===== src/rtl/cpu_pkg.sv =====
// Shared CPU package: the fetch-state encoding, the bus width defaults used by the
// fetch unit, datapath and decoder, and the program counter reset value.
package cpu_pkg;

    localparam int CPU_ADDR_W   = 8;
    localparam int CPU_DATA_W   = 16;
    localparam int CPU_RESET_PC = 0;

    // Encoding is visible on the LEDs through fstate, so the values are fixed.
    typedef enum logic [1:0] {
        FS_IDLE  = 2'd0,
        FS_ISSUE = 2'd1,
        FS_WAIT  = 2'd2,
        FS_VALID = 2'd3
    } fetch_state_e;

endpackage


===== src/rtl/fetch_unit_if.sv =====
// Instruction memory read bus between the fetch unit (master) and instruction
// memory (slave): one-cycle read strobe with address, data returned with a valid.
interface fetch_unit_if #(
    parameter int ADDR_W = cpu_pkg::CPU_ADDR_W,
    parameter int DATA_W = cpu_pkg::CPU_DATA_W
);
    logic              rd;
    logic [ADDR_W-1:0] addr;
    logic [DATA_W-1:0] rdata;
    logic              rvalid;

    modport master (
        output rd,
        output addr,
        input  rdata,
        input  rvalid
    );

    modport slave (
        input  rd,
        input  addr,
        output rdata,
        output rvalid
    );
endinterface


===== src/rtl/fetch_timer.sv =====
// Fetch WAIT-state timeout timer. Only instantiated when FETCH_TIMEOUT_EN is defined.
// Down-counter reloaded while the read is issued, so it restarts on every entry to
// WAIT; expired is raised on the TIMEOUT-th consecutive WAIT cycle.
module fetch_timer #(
    parameter int TIMEOUT = 15
) (
    input  logic clk,
    input  logic reset,
    input  logic start,
    input  logic run,
    output logic expired
);
    localparam int             CNT_W = $clog2(TIMEOUT + 1);
    localparam logic [CNT_W-1:0] LOAD = CNT_W'(TIMEOUT - 1);

    logic [CNT_W-1:0] cnt_q;
    logic [CNT_W-1:0] cnt_d;

    // Reload on issue, count down while waiting, park at zero.
    always_comb begin
        cnt_d = cnt_q;
        if (start) begin
            cnt_d = LOAD;
        end else if (run && (cnt_q != '0)) begin
            cnt_d = cnt_q - CNT_W'(1);
        end
    end

    // Counter register.
    always_ff @(posedge clk or posedge reset) begin
        if (reset) begin
            cnt_q <= '0;
        end else begin
            cnt_q <= cnt_d;
        end
    end

    assign expired = run && (cnt_q == '0);

endmodule


===== src/rtl/fetch_unit.sv =====
// Instruction fetch stage: owns the PC, issues single-word reads to instruction
// memory and holds the returned word in the instruction register until the
// controller acknowledges it. A pc_load redirect is accepted in every state.
// Optional feature macro: FETCH_TIMEOUT_EN (abort a read stuck in WAIT and set
// the sticky fault flag; without it WAIT lasts until data returns, fault is 0).
//
// state    | meaning
// ---------+--------------------------------------------------------------
// IDLE     | nothing in flight, waiting for fetch_req
// ISSUE    | mem_rd high for this single cycle, mem_addr = PC of the read
// WAIT     | read outstanding, waiting for mem_rvalid (or squashed/timeout)
// VALID    | instr holds an unconsumed word, waiting for instr_ack
module fetch_unit
    import cpu_pkg::*;
#(
    parameter int ADDR_W   = CPU_ADDR_W,
    parameter int DATA_W   = CPU_DATA_W,
    parameter int RESET_PC = CPU_RESET_PC,
    parameter int TIMEOUT  = 15
) (
    input  logic              clk,
    input  logic              reset,
    input  logic              fetch_req,
    input  logic              instr_ack,
    input  logic              pc_load,
    input  logic [ADDR_W-1:0] pc_target,
    fetch_unit_if.master      mem_bus,
    output logic [DATA_W-1:0] instr,
    output logic              instr_valid,
    output logic [ADDR_W-1:0] pc,
    output logic              fault,
    output logic [1:0]        fstate
);
    localparam logic [ADDR_W-1:0] PC_RST = ADDR_W'(RESET_PC);

    fetch_state_e      state_q, state_d;
    logic [ADDR_W-1:0] pc_q, pc_d;
    logic [DATA_W-1:0] instr_q, instr_d;
    logic              instr_valid_q, instr_valid_d;
    logic              mem_rd_q, mem_rd_d;
    logic [ADDR_W-1:0] mem_addr_q, mem_addr_d;
    logic              squash_q, squash_d;
    logic              fault_q, fault_d;
    logic              wait_expired;

`ifdef FETCH_TIMEOUT_EN
    logic timer_start;
    logic timer_run;

    assign timer_start = (state_q == FS_ISSUE);
    assign timer_run   = (state_q == FS_WAIT);

    fetch_timer #(
        .TIMEOUT (TIMEOUT)
    ) u_fetch_timer (
        .clk     (clk),
        .reset   (reset),
        .start   (timer_start),
        .run     (timer_run),
        .expired (wait_expired)
    );
`else
    localparam int timeout_unused = TIMEOUT;
    assign wait_expired = 1'b0;
`endif

    // Next-state and next-output logic; pc_load overrides the PC last so it wins
    // over the post-fetch increment in every state.
    always_comb begin
        state_d       = state_q;
        pc_d          = pc_q;
        instr_d       = instr_q;
        instr_valid_d = instr_valid_q;
        mem_rd_d      = 1'b0;
        mem_addr_d    = mem_addr_q;
        squash_d      = squash_q;
        fault_d       = fault_q;

        case (state_q)
            FS_IDLE: begin
                if (fetch_req) begin
                    state_d  = FS_ISSUE;
                    // A redirect in the same cycle still issues at the old PC,
                    // so that read's data must be thrown away.
                    squash_d = pc_load;
                end
            end
            FS_ISSUE: begin
                state_d = FS_WAIT;
                if (pc_load) begin
                    squash_d = 1'b1;
                end
            end
            FS_WAIT: begin
                if (mem_bus.rvalid) begin
                    squash_d = 1'b0;
                    if (squash_q || pc_load) begin
                        state_d = FS_IDLE;
                    end else begin
                        instr_d       = mem_bus.rdata;
                        pc_d          = pc_q + ADDR_W'(1);
                        instr_valid_d = 1'b1;
                        state_d       = FS_VALID;
                    end
                end else if (wait_expired) begin
                    squash_d = 1'b0;
                    fault_d  = 1'b1;
                    state_d  = FS_IDLE;
                end else if (pc_load) begin
                    squash_d = 1'b1;
                end
            end
            FS_VALID: begin
                if (pc_load) begin
                    instr_valid_d = 1'b0;
                    state_d       = FS_IDLE;
                end else if (instr_ack) begin
                    instr_valid_d = 1'b0;
                    squash_d      = 1'b0;
                    state_d       = fetch_req ? FS_ISSUE : FS_IDLE;
                end
            end
            default: begin
                state_d = FS_IDLE;
            end
        endcase

        if (pc_load) begin
            pc_d = pc_target;
        end

        // Strobe and address are launched from flops for the ISSUE cycle, using
        // the PC as it stands before any same-cycle redirect.
        if (state_d == FS_ISSUE) begin
            mem_rd_d   = 1'b1;
            mem_addr_d = pc_q;
        end
    end

    // State and output registers; reset abandons any read in flight.
    always_ff @(posedge clk or posedge reset) begin
        if (reset) begin
            state_q       <= FS_IDLE;
            pc_q          <= PC_RST;
            instr_q       <= '0;
            instr_valid_q <= 1'b0;
            mem_rd_q      <= 1'b0;
            mem_addr_q    <= PC_RST;
            squash_q      <= 1'b0;
            fault_q       <= 1'b0;
        end else begin
            state_q       <= state_d;
            pc_q          <= pc_d;
            instr_q       <= instr_d;
            instr_valid_q <= instr_valid_d;
            mem_rd_q      <= mem_rd_d;
            mem_addr_q    <= mem_addr_d;
            squash_q      <= squash_d;
            fault_q       <= fault_d;
        end
    end

    assign mem_bus.rd   = mem_rd_q;
    assign mem_bus.addr = mem_addr_q;
    assign instr        = instr_q;
    assign instr_valid  = instr_valid_q;
    assign pc           = pc_q;
    assign fault        = fault_q;
    assign fstate       = state_q;

endmodule


===== src/flat_wrapper.sv =====
// flat-port wrapper written by rule: the top's interface ports become plain ports
module fetch_unit_flat import cpu_pkg::*;
#(
    parameter int ADDR_W   = CPU_ADDR_W,
    parameter int DATA_W   = CPU_DATA_W,
    parameter int RESET_PC = CPU_RESET_PC,
    parameter int TIMEOUT  = 15
)
  (clk, reset, fetch_req, instr_ack, pc_load, pc_target, instr, instr_valid, pc, fault, fstate, mem_bus_rd, mem_bus_addr, mem_bus_rdata, mem_bus_rvalid);
  fetch_unit_if #(.ADDR_W(ADDR_W), .DATA_W(DATA_W)) mem_bus_i ();
  input  logic clk;
  input  logic reset;
  input  logic fetch_req;
  input  logic instr_ack;
  input  logic pc_load;
  input  logic [ADDR_W-1:0] pc_target;
  output logic [DATA_W-1:0] instr;
  output logic instr_valid;
  output logic [ADDR_W-1:0] pc;
  output logic fault;
  output logic [1:0] fstate;
  output wire logic [$bits(mem_bus_i.rd)-1:0] mem_bus_rd;
  output wire logic [$bits(mem_bus_i.addr)-1:0] mem_bus_addr;
  input wire logic [$bits(mem_bus_i.rdata)-1:0] mem_bus_rdata;
  input wire logic [$bits(mem_bus_i.rvalid)-1:0] mem_bus_rvalid;
  assign mem_bus_rd = mem_bus_i.rd;
  assign mem_bus_addr = mem_bus_i.addr;
  assign mem_bus_i.rdata = mem_bus_rdata;
  assign mem_bus_i.rvalid = mem_bus_rvalid;
  fetch_unit #(.ADDR_W(ADDR_W), .DATA_W(DATA_W), .RESET_PC(RESET_PC), .TIMEOUT(TIMEOUT)) u_core (.clk(clk), .reset(reset), .fetch_req(fetch_req), .instr_ack(instr_ack), .pc_load(pc_load), .pc_target(pc_target), .mem_bus(mem_bus_i), .instr(instr), .instr_valid(instr_valid), .pc(pc), .fault(fault), .fstate(fstate));
endmodule

===== config.mk =====
export PLATFORM = sky130hd
export DESIGN_NAME = fetch_unit_flat
export DESIGN_NICKNAME = d
export VERILOG_FILES = /design/src/rtl/cpu_pkg.sv /design/src/rtl/fetch_unit_if.sv /design/src/rtl/fetch_timer.sv /design/src/rtl/fetch_unit.sv /design/src/flat_wrapper.sv
export SDC_FILE = /design/constraint.sdc
export NUM_CORES = 1
export LEC_CHECK = 0
export BUFFER_PORTS_ARGS = -buffer_cell sky130_fd_sc_hd__buf_4
export CAP_MARGIN = 20
export CORE_MARGIN = 5
export CORE_UTILIZATION = 48
export CTS_CLUSTER_DIAMETER = 200
export CTS_CLUSTER_SIZE = 16
export DETAILED_ROUTE_END_ITERATION = 7
export GPL_TIMING_DRIVEN = 1
export PLACE_DENSITY = 0.78
export SYNTH_ARGS = -nofsm -noshare
export SYNTH_HDL_FRONTEND = slang
export SYNTH_HIERARCHICAL = 1
export SYNTH_SLANG_ARGS = --single-unit

===== constraint.sdc =====
create_clock -name clk -period 1.9 [get_ports clk]
set_input_delay 0.57 -clock clk [delete_from_list [all_inputs] [get_ports clk]]
set_output_delay 0.57 -clock clk [all_outputs]
set_load 0.02 [all_outputs]

# --- Yosys cells after proc, flatten, opt, wreduce, memory -nomap -nowiden ---
# Index checks and enable logic that the tools add are counted.
classes:
  n_addsub: 1
  n_eq_ne: 11
  n_bitwise: 1
  mux: 22
  reduce_logical: 9
ops:
  columns: ["op", "n"]
  rows:
  - ["$mux W8", 4]
  - ["$ne A2 B2 Y1 const B", 6]
  - ["$mux W1", 10]
  - ["$mux W2", 5]
  - ["$reduce_and A3 Y1", 3]
  - ["$add A8 B1 Y8 const B", 1]
  - ["$pmux W2 S4", 1]
  - ["$reduce_bool A2 Y1", 3]
  - ["$eq A2 B1 Y1 const B", 2]
  - ["$eq A2 B2 Y1 const B", 2]
  - ["$pmux W1 S4", 1]
  - ["$reduce_and A4 Y1", 1]
  - ["$ne A3 B3 Y1 const B", 1]
  - ["$logic_not A2 Y1", 1]
  - ["$pmux W1 S2", 1]
  - ["$logic_or A1 B1 Y1", 1]
  - ["$not A1 Y1", 1]
word_totals:
  word_cells: 51
  inputBits: 30
  regBits: 37
  out_inout_bits: 37

# --- Depth between registers and ports, before layout ---
depth:
  ltp_word: 6
  ltp_mapped: 8
  depth_no_buf: 4

# --- Worst setup path before layout ---
# Ideal clock, no wire load.
synth_timing:
  kind: "reg-to-reg"
  startpoint: "register u_core.state_q[1] (netlist: u_core/fstate[1])"
  endpoint: "register u_core.instr_q[0] (netlist: u_core/instr[0])"
  setup_time_ns: 0.125
  required_ns: 1.775
  arrival_time_ns: 1.675
  period_less_slack_ns: 1.800
  path_slack_ns: 0.100
  path_stages_with_launch: 8
  n_path_buf: 4
  cell_sequence: "dfrtp_1 buf_6 and4bb_1 buf_6 nor2b_1 buf_6 buf_6 mux2_4"
synth_via:
  elab_chain_len: 2
synth_lines:
  columns: ["element", "line_no", "rtl"]
  rows:
  - ["from (decl)", "fetch_unit.sv:36", "fetch_state_e state_q, state_d;"]
  - ["from (signal assigned)", "fetch_unit.sv:152", "state_q <= state_d;"]
  - ["$eq A2 B2 Y1", "fetch_unit.sv:79", "case (state_q)"]
  - ["$reduce_and A3 Y1 (no line)", null, null]
  - ["to (signal assigned)", "fetch_unit.sv:154", "instr_q <= instr_d;"]
  - ["to (decl)", "fetch_unit.sv:38", "logic [DATA_W-1:0] instr_q, instr_d;"]
# No other way between the ends.
# A chain may end at the register's enable or synchronous reset.

# --- Worst setup path after layout ---
layout_timing:
  startpoint: "register u_core.state_q[1] (netlist: u_core/fstate[1])"
  endpoint: "register u_core.mem_addr_q[0] (netlist: u_core/mem_bus.addr[0])"
layout_via:
  elab_chain_len: 4
  word_cells_on_any_way: 10
  cone_classes: "4 x eq/ne; 5 x mux; 1 x reduce/logical"
layout_lines:
  columns: ["element", "line_no", "rtl"]
  rows:
  - ["$mux W2", "fetch_unit.sv:117", "end else if (instr_ack) begin"]
  - ["$mux W2", "fetch_unit.sv:114", "if (pc_load) begin"]
  - ["$pmux W2 S4 *", "fetch_unit.sv:79", null]
  - ["$eq A2 B1 Y1 *", "fetch_unit.sv:134", "if (state_d == FS_ISSUE) begin"]
  - ["to (signal assigned)", "fetch_unit.sv:157", "mem_addr_q <= mem_addr_d;"]
  - ["to (decl)", "fetch_unit.sv:41", "logic [ADDR_W-1:0] mem_addr_q, mem_addr_d;"]
# Mark *: on every way between the ends. The rest lies on a longest branch, timed or not.

==> reports/results.txt <==
First-pass DRT Iterations: 5
Initial Utilization: 50.7%
Final GP Congestion: 0.860
Pwr Density: 1580 nW/um^2
Post-synthesis cell type count: 33
Skew-Pair Late Insertion Delay: 350 ps
Post-Syn Area: 1720 sq um
Setup ws final: 61.8 ps
GRT Total Usage: 17.5%
DR WL/cell: 16.0 microns
Seq/Total Area, Yosys: 53.9%
Final period util: 96.7%
CTS H-tree depth: 2
Max cap viols: 0
Setup bufs post-CTS: 0
DRT iter0 DRCs: 54
Status: complete, no violations
# setup viols final: 0
DP HPWL: 3000 microns
Commonest non-fill, non-tap cell in the layout: buf_4
RSZ-0062 raised after global routing: false
Synthesis-to-finish area growth: 35.7%
Flop pwr share: 36.9%
Layout Skew: 14.0 ps
Vias per cell: 5.03
Maximum fanout along the worst path: 11
Post-CTS sizing: 0
Die Span X: 69.8 microns
DRC viols: 0
Initial antenna violation count: 0
Routed Antenna Nets: 0
Syn nets: 162
Final hold slack: 316 ps
Fin nets: 234
CP endpoint kind: register
CTS tree: yes
Switch share: 37.7%
Clock share of power: 11.0%
Crit path launch type: register
Layout cell share with drive strength beyond 1: 52.5%
Required time worst endpoint: 2130 ps
Worst r2r path cells: 5
Worst reg-to-reg setup slack: 60 ps
Internal: 2300 uW
Cell leakage power: 0.00117 uW
# hold bufs at CTS: 0
Combinational power share: 52.1%
Cts bufs inserted: 5
Slew Viols, Final: 0
Mapped Cells: 131
Fillers: 252
Critical path class: reg -> reg
Vias: 1258
Global-route wire length before repair: 6810 microns
Setup Slack @ Placement: -86.1 ps
CTS root buf: clkbuf_4
Yosys warns: 6
CTS Buffer Depth: 2
Crit path DAT: 2070 ps
Detailed Route WL: 4000 microns
Core ar.: 3390 sq um
Most frequent cells in the layout: buf_4 (72), dfrtp_1 (37), mux2_4 (17)
Largest net degree at the start of global routing: 38
Port buffer count: 65
I/O pin count: 67
Post-route cell area: 2330 sq um
Rows: 21
Clock-pin slew on the worst setup and hold paths: 120 ps
Reg2reg start: u_core/fstate[1]
Vias in the first global route: 1376
Min-delay worst type: in -> async
Peak VDD IR: 0.766 mV
P_sw: 1390 uW
Count of final hold-check violations: 0
Clock Sinks: 37
Syn avg cell area: 13.1 sq um
Number of diodes: 0
Max Fclk: 0.544 GHz
Grt total ovfl: 0
Worst r2r dst: u_core/mem_bus.addr[0]
Final worst path period need: 1840 ps
Placed cell area: 2280 sq um
Die H: 69.8 microns
Die Area: 4880 sq um
Yosys reg bits: 37
## registers in the layout, indices dropped and copies added, names as in the netlist
| signal | count |
|---|---|
| u_core/instr | 16 |
| u_core/mem_bus.addr | 8 |
| u_core/pc | 8 |
| u_core/fstate | 2 |
| u_core/instr_valid | 1 |
| u_core/mem_bus.rd | 1 |
| u_core/squash_q | 1 |
## power by group through the flow
stage	logic [uW]	clock network (uW)	registers [uW]
2_1_floorplan	860	0	1680
3_3_place_gp	1870	0	1350
3_5_place_dp	1930	0	1380
4_1_cts	1940	414	1360
5_1_grt	2040	453	1410
6_report	1920	406	1360
## cell usage after synthesis (all sizes together)
library cell  number  area share, %
a21oi              3           0.87
o21ai             12            3.5
and4               1           0.51
xnor2              1           0.51
o21bai             1           0.44
nand2b             1           0.36
inv                4           0.87
and3               1           0.36
a211oi             1           0.44
buf                7            4.2
a22o               3            1.5
a211o              1           0.51
mux2              24             19
xor2               6            3.1
and2               1           0.36
mux2i              1           0.58
or2b               1           0.44
o31ai              1           0.44
nand4              2           0.73
nand3              3           0.87
nand2              9            2.0
dfrtp             37             54
nor2b              2            1.2
nor3               1           0.29
ha                 1           0.73
and4bb             1           0.73
clkbuf             2           0.44
conb               1           0.22
nor2               1           0.22
a31oi              1           0.36
## critical path, stage by stage, from the launching register on
cell and delay [ps]:
dfrtp_1 540, o21ai_0 190, a22o_1 250, a211o_1 280, buf_12 160, mux2_4 290
## cell type report
| type | count | area [sq um] | area share (%) |
|---|---|---|---|
| timing repair buffer | 74 | 581 | 24.9 |
| sequential | 37 | 926 | 39.7 |
| clock inverter | 2 | 10.0 | 0.429 |
| inverter | 4 | 15.0 | 0.644 |
| tap | 46 | 57.6 | 2.47 |
| clock buffer | 6 | 41.3 | 1.77 |
| multi-input combinational | 81 | 701 | 30.1 |
## cell families (layout without fill, tap and decap cells)
family / count (synthesis) / in the layout / synth area share (%)
flip-flops: 37 / 37 / 53.9
multiplexers: 25 / 25 / 20.0
AND/OR/NAND/NOR: 24 / 24 / 8.01
AO/OA/AOI/OAI: 23 / 23 / 8.09
buffers and inverters: 13 / 86 / 5.46
XOR/XNOR: 7 / 7 / 3.57
adder cells (fa/ha/maj): 1 / 1 / 0.728
other: 1 / 1 / 0.218
## layer usage
| layer | vias to the layer above | track usage [%] | share of wire [%] |
|---|---|---|---|
| met5 | - | 0 | 0 |
| met4 | 0 | 6.38 | 1.7 |
| met3 | 7 | 5.36 | 5.2 |
| met2 | 34 | 30.2 | 53 |
| met1 | 617 | 20.3 | 40 |
| li1 | 600 | - | - |
## per-stage QoR
step           TNS (ps)  instances  total power [uW]  utilization [%]
2_1_floorplan         0        131              2540                -
5_1_grt               0        250              3900             68.8
3_5_place_dp       -630        242              3310             67.3
4_1_cts               0        250              3720             68.8
6_report              0        250              3690             68.8
3_3_place_gp       -265        242              3230             67.3
## worst max-delay path by stage
stage | startpoint | to | slack [ps] | cells after the start
global route | u_core/fstate[1] | u_core/mem_bus.addr[3] | 5 | 5
CTS | u_core/fstate[0] | fstate[0] | 80 | 2
detailed placement | mem_bus_rvalid | u_core/mem_bus.addr[3] | -90 | 6
floorplan | u_core/fstate[1] | u_core/instr[0] | 100 | 7
global placement | mem_bus_rvalid | u_core/mem_bus.addr[6] | -30 | 6
finish | u_core/fstate[1] | u_core/mem_bus.addr[0] | 60 | 5
No activity file was read; power rests on OpenSTA's default activity.
